--- config.mk ---
export PLATFORM = sky130hd
export DESIGN_NAME = ps2_cursor_ctrl
export DESIGN_NICKNAME = d
export VERILOG_FILES = /design/src/rtl/ps2_cursor_ctrl.sv
export SDC_FILE = /design/constraint.sdc
export NUM_CORES = 1
export LEC_CHECK = 0
export BUFFER_PORTS_ARGS = -buffer_cell sky130_fd_sc_hd__buf_2
export CORE_AREA = 2 2 167 87
export DETAILED_ROUTE_END_ITERATION = 12
export DIE_AREA = 0 0 169 89
export PLACE_DENSITY = 0.77
export SLEW_MARGIN = 25
export SYNTH_ARGS = -nofsm -noshare
export SYNTH_HDL_FRONTEND = slang
export SYNTH_SLANG_ARGS = --single-unit
export TNS_END_PERCENT = 1
--- constraint.sdc ---
create_clock -name CLK -period 11.5 [get_ports CLK]
set_input_delay 1.725 -clock CLK [delete_from_list [all_inputs] [get_ports CLK]]
set_output_delay 1.725 -clock CLK [all_outputs]
set_load 0.05 [all_outputs]
--- src/rtl/ps2_cursor_ctrl.sv ---
// ps2_cursor_ctrl: PS/2 keyboard receiver and ball cursor/colour controller.
// The PS/2 clock is glitch filtered. Each frame is checked for its start bit,
// odd parity and stop bit. A watchdog aborts stalled frames. E0 and F0 prefixes
// are decoded, and one pulse is emitted per key event. Arrow, colour and Escape
// keys then move and recolour the ball, with moves clamped against the radius.
// Optional build macro PS2_TYPEMATIC_EN: when defined, arrow keys act on make
// events (typematic repeats move the ball), and arrow break events are ignored.
module ps2_cursor_ctrl #(
  parameter int FILT_LEN    = 4,
  parameter int TIMEOUT_CYC = 50000,
  parameter int COORD_W     = 11,
  parameter int X_MAX       = 640,
  parameter int Y_MAX       = 480,
  parameter int X_INIT      = 320,
  parameter int Y_INIT      = 240,
  parameter int STEP        = 5,
  parameter int RAD_W       = 3,
  parameter int RAD_SCALE   = 5
) (
  input  logic               CLK,
  input  logic               reset_n,
  input  logic               PS2_CLK,
  input  logic               PS2_DATA,
  input  logic [RAD_W-1:0]   radius,
  output logic               key_valid,
  output logic [7:0]         key_code,
  output logic               key_ext,
  output logic               key_break,
  output logic               frame_err,
  output logic [1:0]         color,
  output logic [COORD_W-1:0] ball_x,
  output logic [COORD_W-1:0] ball_y
);

  localparam int FC_W = $clog2(FILT_LEN + 1);
  localparam int WD_W = $clog2(TIMEOUT_CYC + 1);
  localparam int SW   = COORD_W + 2;
  localparam logic signed [SW-1:0] STEP_S = SW'(STEP);
  localparam logic signed [SW-1:0] XM1_S  = SW'(X_MAX - 1);
  localparam logic signed [SW-1:0] YM1_S  = SW'(Y_MAX - 1);
  localparam logic signed [SW-1:0] ZERO_S = '0;

  typedef enum logic [1:0] {IDLE, DATA, PARITY, STOP} state_t;

  // Two-flop synchronisers for both raw PS/2 lines (bus idles high)
  logic [1:0] clk_sync_q, dat_sync_q;
  always_ff @(posedge CLK or negedge reset_n) begin
    if (!reset_n) begin
      clk_sync_q <= 2'b11;
      dat_sync_q <= 2'b11;
    end else begin
      clk_sync_q <= {clk_sync_q[0], PS2_CLK};
      dat_sync_q <= {dat_sync_q[0], PS2_DATA};
    end
  end

  // Filtered clock changes only after FILT_LEN consecutive differing samples
  logic            clk_filt_q, clk_filt_d;
  logic [FC_W-1:0] filt_cnt_q, filt_cnt_d;
  logic            fall_q, fall_d;
  always_comb begin
    clk_filt_d = clk_filt_q;
    filt_cnt_d = '0;
    if (clk_sync_q[1] != clk_filt_q) begin
      if (filt_cnt_q == FC_W'(FILT_LEN - 1)) clk_filt_d = clk_sync_q[1];
      else                                   filt_cnt_d = filt_cnt_q + 1'b1;
    end
    fall_d = clk_filt_q & ~clk_filt_d;
  end

  // Filter state and the one-cycle fall strobe
  always_ff @(posedge CLK or negedge reset_n) begin
    if (!reset_n) begin
      clk_filt_q <= 1'b1;
      filt_cnt_q <= '0;
      fall_q     <= 1'b0;
    end else begin
      clk_filt_q <= clk_filt_d;
      filt_cnt_q <= filt_cnt_d;
      fall_q     <= fall_d;
    end
  end

  // Receiver FSM with watchdog; a good byte strobes out the cycle after STOP
  state_t          state_q;
  logic [2:0]      bit_cnt_q;
  logic [7:0]      shift_q, byte_q;
  logic            par_q, byte_vld_q, frame_err_q;
  logic [WD_W-1:0] wd_cnt_q;
  logic            wd_expire;
  assign wd_expire = (state_q != IDLE) && !fall_q && (wd_cnt_q == WD_W'(TIMEOUT_CYC - 1));

  always_ff @(posedge CLK or negedge reset_n) begin
    if (!reset_n) begin
      state_q     <= IDLE;
      bit_cnt_q   <= '0;
      shift_q     <= '0;
      byte_q      <= '0;
      par_q       <= 1'b0;
      byte_vld_q  <= 1'b0;
      frame_err_q <= 1'b0;
      wd_cnt_q    <= '0;
    end else begin
      byte_vld_q  <= 1'b0;
      frame_err_q <= 1'b0;
      if (state_q == IDLE || fall_q) wd_cnt_q <= '0;
      else                           wd_cnt_q <= wd_cnt_q + 1'b1;
      if (wd_expire) begin
        state_q     <= IDLE;
        frame_err_q <= 1'b1;
      end else if (fall_q) begin
        case (state_q)
          IDLE: begin
            bit_cnt_q <= '0;
            if (!dat_sync_q[1]) state_q <= DATA;
          end
          DATA: begin
            shift_q   <= {dat_sync_q[1], shift_q[7:1]};
            bit_cnt_q <= bit_cnt_q + 1'b1;
            if (bit_cnt_q == 3'd7) state_q <= PARITY;
          end
          PARITY: begin
            par_q   <= dat_sync_q[1];
            state_q <= STOP;
          end
          STOP: begin
            state_q <= IDLE;
            if (dat_sync_q[1] && ^{shift_q, par_q}) begin
              byte_vld_q <= 1'b1;
              byte_q     <= shift_q;
            end else begin
              frame_err_q <= 1'b1;
            end
          end
          default: state_q <= IDLE;
        endcase
      end
    end
  end

  function automatic logic in_bounds(input logic signed [SW-1:0] c, r, mx);
    return (c - r >= ZERO_S) && (c + r <= mx);
  endfunction

  // Prefix decode, event output and ball/colour actions
  logic                ext_q, ext_d, brk_q, brk_d;
  logic                key_valid_q, key_valid_d, key_ext_q, key_ext_d, key_break_q, key_break_d;
  logic [7:0]          key_code_q, key_code_d;
  logic [1:0]          color_q, color_d, pend_q, pend_d;
  logic [COORD_W-1:0]  x_q, x_d, y_q, y_d;
  logic signed [SW-1:0] rad_px, x_s, y_s, x_dec, x_inc, y_dec, y_inc;
  logic                arrow_act, cmd_act;
  always_comb begin
    ext_d       = ext_q;
    brk_d       = brk_q;
    key_valid_d = 1'b0;
    key_code_d  = key_code_q;
    key_ext_d   = key_ext_q;
    key_break_d = key_break_q;
    color_d     = color_q;
    pend_d      = pend_q;
    x_d         = x_q;
    y_d         = y_q;
    rad_px = $signed(SW'(radius) * SW'(RAD_SCALE));
    x_s    = $signed({2'b00, x_q});
    y_s    = $signed({2'b00, y_q});
    x_dec  = x_s - STEP_S;
    x_inc  = x_s + STEP_S;
    y_dec  = y_s - STEP_S;
    y_inc  = y_s + STEP_S;

    if (wd_expire) begin
      ext_d = 1'b0;
      brk_d = 1'b0;
    end else if (byte_vld_q) begin
      if (byte_q == 8'hE0)      ext_d = 1'b1;
      else if (byte_q == 8'hF0) brk_d = 1'b1;
      else begin
        key_valid_d = 1'b1;
        key_code_d  = byte_q;
        key_ext_d   = ext_q;
        key_break_d = brk_q;
        ext_d       = 1'b0;
        brk_d       = 1'b0;
      end
    end

`ifdef PS2_TYPEMATIC_EN
    arrow_act = key_valid_q & ~key_break_q;
`else
    arrow_act = key_valid_q & key_break_q;
`endif
    cmd_act = key_valid_q & key_break_q;

    if (arrow_act) begin
      case (key_code_q)
        8'h75: if (in_bounds(y_dec, rad_px, YM1_S)) y_d = y_dec[COORD_W-1:0];
        8'h72: if (in_bounds(y_inc, rad_px, YM1_S)) y_d = y_inc[COORD_W-1:0];
        8'h6B: if (in_bounds(x_dec, rad_px, XM1_S)) x_d = x_dec[COORD_W-1:0];
        8'h74: if (in_bounds(x_inc, rad_px, XM1_S)) x_d = x_inc[COORD_W-1:0];
        default: ;
      endcase
    end
    if (cmd_act) begin
      case (key_code_q)
        8'h16: pend_d = 2'd1;
        8'h1E: pend_d = 2'd2;
        8'h26: pend_d = 2'd3;
        8'h5A: color_d = pend_q;
        8'h76: begin
          x_d     = COORD_W'(X_INIT);
          y_d     = COORD_W'(Y_INIT);
          color_d = 2'd1;
          pend_d  = 2'd1;
        end
        default: ;
      endcase
    end
  end

  // Decode and action state
  always_ff @(posedge CLK or negedge reset_n) begin
    if (!reset_n) begin
      ext_q       <= 1'b0;
      brk_q       <= 1'b0;
      key_valid_q <= 1'b0;
      key_code_q  <= '0;
      key_ext_q   <= 1'b0;
      key_break_q <= 1'b0;
      color_q     <= 2'd1;
      pend_q      <= 2'd1;
      x_q         <= COORD_W'(X_INIT);
      y_q         <= COORD_W'(Y_INIT);
    end else begin
      ext_q       <= ext_d;
      brk_q       <= brk_d;
      key_valid_q <= key_valid_d;
      key_code_q  <= key_code_d;
      key_ext_q   <= key_ext_d;
      key_break_q <= key_break_d;
      color_q     <= color_d;
      pend_q      <= pend_d;
      x_q         <= x_d;
      y_q         <= y_d;
    end
  end

  assign key_valid = key_valid_q;
  assign key_code  = key_code_q;
  assign key_ext   = key_ext_q;
  assign key_break = key_break_q;
  assign frame_err = frame_err_q;
  assign color     = color_q;
  assign ball_x    = x_q;
  assign ball_y    = y_q;

endmodule
==> flow_summary.ini, run 1 <==
[outcome]
status = completed

[critical_path]
critical_path_arrival_ns = 5.18
rr_endpoint = ball_x[4]
crit_top_cell = ha_1
crit_family = compound AO/OA/AOI/OAI gates
path_cells = buf_2 > ha_1 > ha_1 > ha_1 > inv_1 > ha_1 > or4_1 > a2bb2oi_1 > o311ai_0 > a21oi_1 > o211ai_1 > buf_4 > nor4_1 > a211oi_1 > o211ai_1
rr_worst_depth = 13
slowest_stage = o211ai_1
path_max_fanout = 9
crit_buf_inv = 3
worstReg2RegStart = ball_x[0]
rrSetupSlack_ns = 7.16
crit_path_start_kind = input pin
worst_setup_path_end_kind = register
critical_path.max_stage_delay_ns = 0.57
cp.required_ns = 11.76
critical_path_class = in2reg

[floorplan]
core_area_sq_um = 13400
die_y_microns = 89
io_pins = 43
rows = 30
die_x_microns = 169
die_area_sq_um = 15000
start_util = 0.534

[timing]
clock_skew_ns = 0.00776
report.final.hold_viol_count = 0
fin_tns_setup_ns = 0
worstMarginPinSlew_ns = 0.912
drv_slew = 0
setup_viol = 0
period_share = 0.428
setup_ws_ns = 6.58
holdWs_ns = 0.356
slew_headroom = 0.392
period_minus_slack_ns = 4.92
clock.fmax_mhz = 203
grt_setup_unrepaired = no

[yosys]
synth_edf_count = 0
synth_flop_cell = dfrtp_1
synth_top_area_cell = dfrtp_1
yosys-top-cells-area = dfrtp_1 26%, ha_1 10%, nand2_1 5.9%
synth_nets = 928
synth_cell_types = 75
synth_cells = 856
async_flop_share = 1.00
synth_area_sq_um = 7180
synth_top_area_share = 0.261
post_synth.cell_area_avg_sq_um = 8.39
synth_seq_cells = 88
yosysSeqAreaShare = 0.309
yosys_warnings = 0

[global_route]
first_global_vias = 6150
grt_pass1_wl_microns = 30100
antenna_found_initial = 0
grt-ovfl-total = 0
grt_usage = 0.247
grt_max_degree = 72

[route]
viasPerCell = 6.17
drc = 0
vias = 6501
ant_nets = 0
drtIter0Drc = 525
drt-total-wl_microns = 17900
wl_per_cell_microns = 17.0
first_pass_iters = 5

[clock_network]
clock-sinks = 88
cts_tree = built
post_cts_buffers = 0
cts_buffer_depth = 2
holdBufCountCts = 0
htree_levels = 3
clk_pin_slew_ns = 0.07
clk_latency_ns = 0.34
cts_made_buffers = 9
clockRootBuffer = clkbuf_16
cts_resized = 0

[placement]
gp_congestion = 0.957
dp_hpwl_microns = 13300
place_ws_ns = 6.28
portBuffers = 42

[power]
leakagePower_uw = 0.00350
ir_worst_vdd_mv = 0.0774
p_per_area_nw_per_um2 = 96.1

[worst_hold_path]
min_path_type = reg2reg
hold_end = dat_sync_q[1]
hold_path_startpoint = dat_sync_q[0]
min_path_cells = 0

[cells_and_area]
syn2layout_area_growth_pct = 8.73
n_antenna_cell = 0
nets = 945
drive_gt1_frac = 0.110
fill_cells = 1232

[flow_run]
drv_cap = 0
flip-flops by register name, summed over array words and instances (netlist names):
register,flops
wd_cnt_q,16
ball_x,11
ball_y,11
byte_q,8
key_code,8
shift_q,8
bit_cnt_q,3
filt_cnt_q,3
clk_sync_q,2
color,2
dat_sync_q,2
pend_q,2
state_q,2
brk_q,1
byte_vld_q,1
clk_filt_q,1
ext_q,1
fall_q,1
frame_err,1
key_break,1
key_ext,1
key_valid,1
par_q,1
through the flow:
stage / cell area (sq um) / total power [uW] / cells / util
5_1_grt: 7810 / 785 / 1054 / 0.581
4_1_cts: 7810 / 757 / 1054 / 0.581
3_3_place_gp: 7460 / 423 / 1037 / 0.555
2_1_floorplan: 7180 / 403 / 856 / -
6_report: 7810 / 750 / 1054 / 0.581
3_5_place_dp: 7470 / 429 / 1038 / 0.556
placed cells by master, fill, tap and decap left out, drive strengths merged, types with 6 or more instances in the layout:
master   synthesis  layout
xnor2           39      39
o21ai           49      49
nor3            34      34
nor2b           16      16
nor4             8       8
ha              59      59
nand2          113     113
buf              9      44
a21o             9       9
or4              6       6
nand4           12      12
a31oi            7       7
a21oi           40      40
nand2b          14      14
clkbuf          29      10
nor2            58      58
and2            12      12
dfstp           13      13
o2111ai          7       7
fa               6       6
and3             9       9
mux2            12      12
inv             42      45
xor2            19      19
o211ai          14      14
nand3b           6       6
dfrtp           75      75
nand3           29      29
or3             13      13
Yosys cell counts (13+ instances only):
master,count
a21oi_1,40
dfrtp_1,75
clkbuf_1,29
nor2b_1,16
o21ai_0,43
nor3_1,34
xnor2_1,39
inv_1,42
xor2_1,19
ha_1,59
nor2_1,58
nand3_1,29
o211ai_1,14
dfstp_2,13
nand2b_1,14
nand2_1,112
worst register-to-register path: stages (launching register included):
cell and delay [ns]:
dfrtp_1 0.55, ha_1 0.42, or2_2 0.38, and2_1 0.20, xnor2_1 0.32, ha_1 0.34
a21o_1 0.20, o2bb2ai_1 0.23, nand2_1 0.13, o31a_1 0.30, a31oi_1 0.26, and2_1 0.43
a21boi_0 0.17, a311o_1 0.29
how the worst max path moves through the flow:
stage	from	endpoint	cells past startpoint
after floorplan	radius[0]	ball_y[3]	13
after global placement	radius[0]	ball_y[0]	14
after detailed placement	radius[0]	ball_y[4]	13
after CTS	radius[0]	ball_y[4]	13
after global routing	radius[0]	ball_y[0]	15
final	radius[0]	ball_y[7]	15
metal layers:
layer / wire [microns] / track usage / part of all wire / vias to the layer above
met5: 0 / 0 / 0 / -
met4: 285 / 0.0793 / 0.016 / 0
met3: 1170 / 0.0500 / 0.065 / 32
met2: 8360 / 0.410 / 0.47 / 245
met1: 8130 / 0.331 / 0.45 / 3117
li1: - / - / - / 3107
layout make-up:
| class | count | area [sq um] | share of cell area |
|---|---|---|---|
| inverter | 43 | 161 | 0.0207 |
| sequential | 88 | 2220 | 0.284 |
| timing repair buffer | 44 | 228 | 0.0292 |
| clock inverter | 6 | 97.6 | 0.0125 |
| clock buffer | 10 | 239 | 0.0306 |
| tap | 176 | 220 | 0.0282 |
| multi-input combinational | 687 | 4640 | 0.595 |
power breakdown:
group / total (uW) / switching, uW / leakage, uW / internal [uW]
clock: 327 / 127 / 0.000166 / 200
sequential: 332 / 9.55 / 0.00114 / 322
combinational: 90.9 / 57.6 / 0.00219 / 33.3
cell families after synthesis:
group,share of synthesized area
simple gates,0.247
compound gates,0.184
flops,0.309
buf+inv,0.0444
fa+ha+maj,0.120
xor+xnor,0.0707
mux,0.0258
No activity file was read; power rests on OpenSTA's default activity.
==> inputs of run 2 (changes only) <==
==> constraint.sdc (replaced) <==
create_clock -name CLK -period 4.7 [get_ports CLK]
set_input_delay 0.705 -clock CLK [delete_from_list [all_inputs] [get_ports CLK]]
set_output_delay 0.705 -clock CLK [all_outputs]
set_load 0.05 [all_outputs]
==> flow_summary.ini, run 2 (synthesis gave the netlist of run 1 again) <==
[flow_run]
drv_cap = 0

[placement]
portBuffers = 42
dp.cells = 1044
place_ws_ns = 0.421
gp_congestion = 0.929
dp_hpwl_microns = 13000
dpl_cell_area_sq_um = 7520

[floorplan]
die_y_microns = 89
die_x_microns = 169
die_area_sq_um = 15000
core_area_sq_um = 13400
io_pins = 43
rows = 30
start_util = 0.534

[critical_path]
cp.required_ns = 4.97
critical_path.max_stage_delay_ns = 0.57
slowest_stage = a21oi_1
critical_path_class = reg2reg
critical_path_arrival_ns = 4.41
worst_setup_path_end_kind = register
path_cells = a21oi_1 > xnor2_1 > ha_1 > nand2_1 > o21ai_0 > a21o_1 > or4b_1 > mux2_2 > or3_4 > o21a_1 > o311a_1 > a211o_1
crit_path_start_kind = register
path_max_fanout = 12

[worst_hold_path]
min_path_type = reg2reg

[clock_network]
clk_latency_ns = 0.34
cts_tree = built
cts_buffer_depth = 2
clk_pin_slew_ns = 0.07
cts_resized = 0
post_cts_buffers = 0
cts_made_buffers = 9
clock-sinks = 88
holdBufCountCts = 0
clockRootBuffer = clkbuf_16
htree_levels = 3

[global_route]
grt_pass1_wl_microns = 29300
first_global_vias = 6080
grt_max_degree = 59
antenna_found_initial = 0
grt-ovfl-total = 0
grt_usage = 0.241

[cells_and_area]
drive_gt1_frac = 0.117
largest_reg_flops = 16
design_area_sq_um = 7850
nets = 951
fill_cells = 1208
final_cell_mix = 112 x nand2_1, 75 x dfrtp_1, 59 x ha_1
finalNonFillerCells = 1060
syn2layout_area_growth_pct = 9.36
final_common_cell = nand2_1
regMostFlops = wd_cnt_q
post-route-util = 0.584
n_antenna_cell = 0

[outcome]
status = completed

[timing]
clock_skew_ns = 0.00775
slew_headroom = 0.504
worstMarginPinSlew_ns = 0.739
setup_viol = 0
fin_tns_setup_ns = 0
setup_ws_ns = 0.556
report.final.hold_viol_count = 0
grt_setup_unrepaired = no
period_share = 0.882
period_minus_slack_ns = 4.14
clock.fmax_mhz = 241
drv_slew = 0

[power]
ir_worst_vdd_mv = 0.203
p_per_area_nw_per_um2 = 233
leakagePower_uw = 0.00353

[route]
viasPerCell = 6.13
vias = 6501
drt-total-wl_microns = 17700
drtIter0Drc = 578
first_pass_iters = 7
drc = 0
ant_nets = 0
wl_per_cell_microns = 16.7
-- run 2: cell types whose count changed in the layout (fill, tap and decap cells not counted) --
| cell | change |
|---|---|
| buf_4 | +6 |
-- run 2: worst paths after layout --
check,startpoint,cells past startpoint,end,slack (ns)
min in group asynchronous,reset_n,1,shift_q[6],0.42
worst min register to register,dat_sync_q[0],0,dat_sync_q[1],0.36
worst min-delay path,dat_sync_q[0],0,dat_sync_q[1],0.36
worst max-delay path,ball_y[0],12,ball_y[4],0.56
worst max register to register,ball_y[0],12,ball_y[4],0.56
max in group asynchronous,reset_n,2,pend_q[0],3.36
-- run 2: layout make-up --
cell class	count	area, sq um	area share
multi-input cells	687	4640	0.591
flip-flops and latches	88	2220	0.282
repair buffers	50	273	0.0347
clock buffers	10	239	0.0304
well taps	176	220	0.0280
inverters	43	161	0.0206
clock inverters	6	97.6	0.0124
-- run 2: routing by layer --
layer | vias up | GRT usage | wire length, microns
li1 | 3111 | - | -
met1 | 3108 | 0.317 | 7770
met2 | 242 | 0.403 | 8280
met3 | 40 | 0.0487 | 1190
met4 | 0 | 0.0894 | 415
met5 | - | 0 | 0
-- run 2: power by group --
| part | leakage (uW) | internal [uW] | switching, uW | total, uW |
|---|---|---|---|---|
| clock | 0.000166 | 489 | 307 | 795 |
| sequential | 0.00114 | 789 | 23.3 | 812 |
| combinational | 0.00222 | 81.8 | 141 | 223 |
-- run 2: per-stage QoR --
step	total power (uW)	hold WS, ns
after CTS	1850	0.357
after global placement	1040	0.347
after global routing	1910	0.365
after floorplan	985	0.345
final	1830	0.356
after detailed placement	1050	0.347
-- run 2: critical path: cells and delay by family, from the launching register on --
kind	cells	cell delay, ns
fa+ha+maj	1	0.37
flops	1	0.50
xor+xnor	1	0.19
compound gates	6	1.76
simple gates	3	0.97
mux	1	0.29
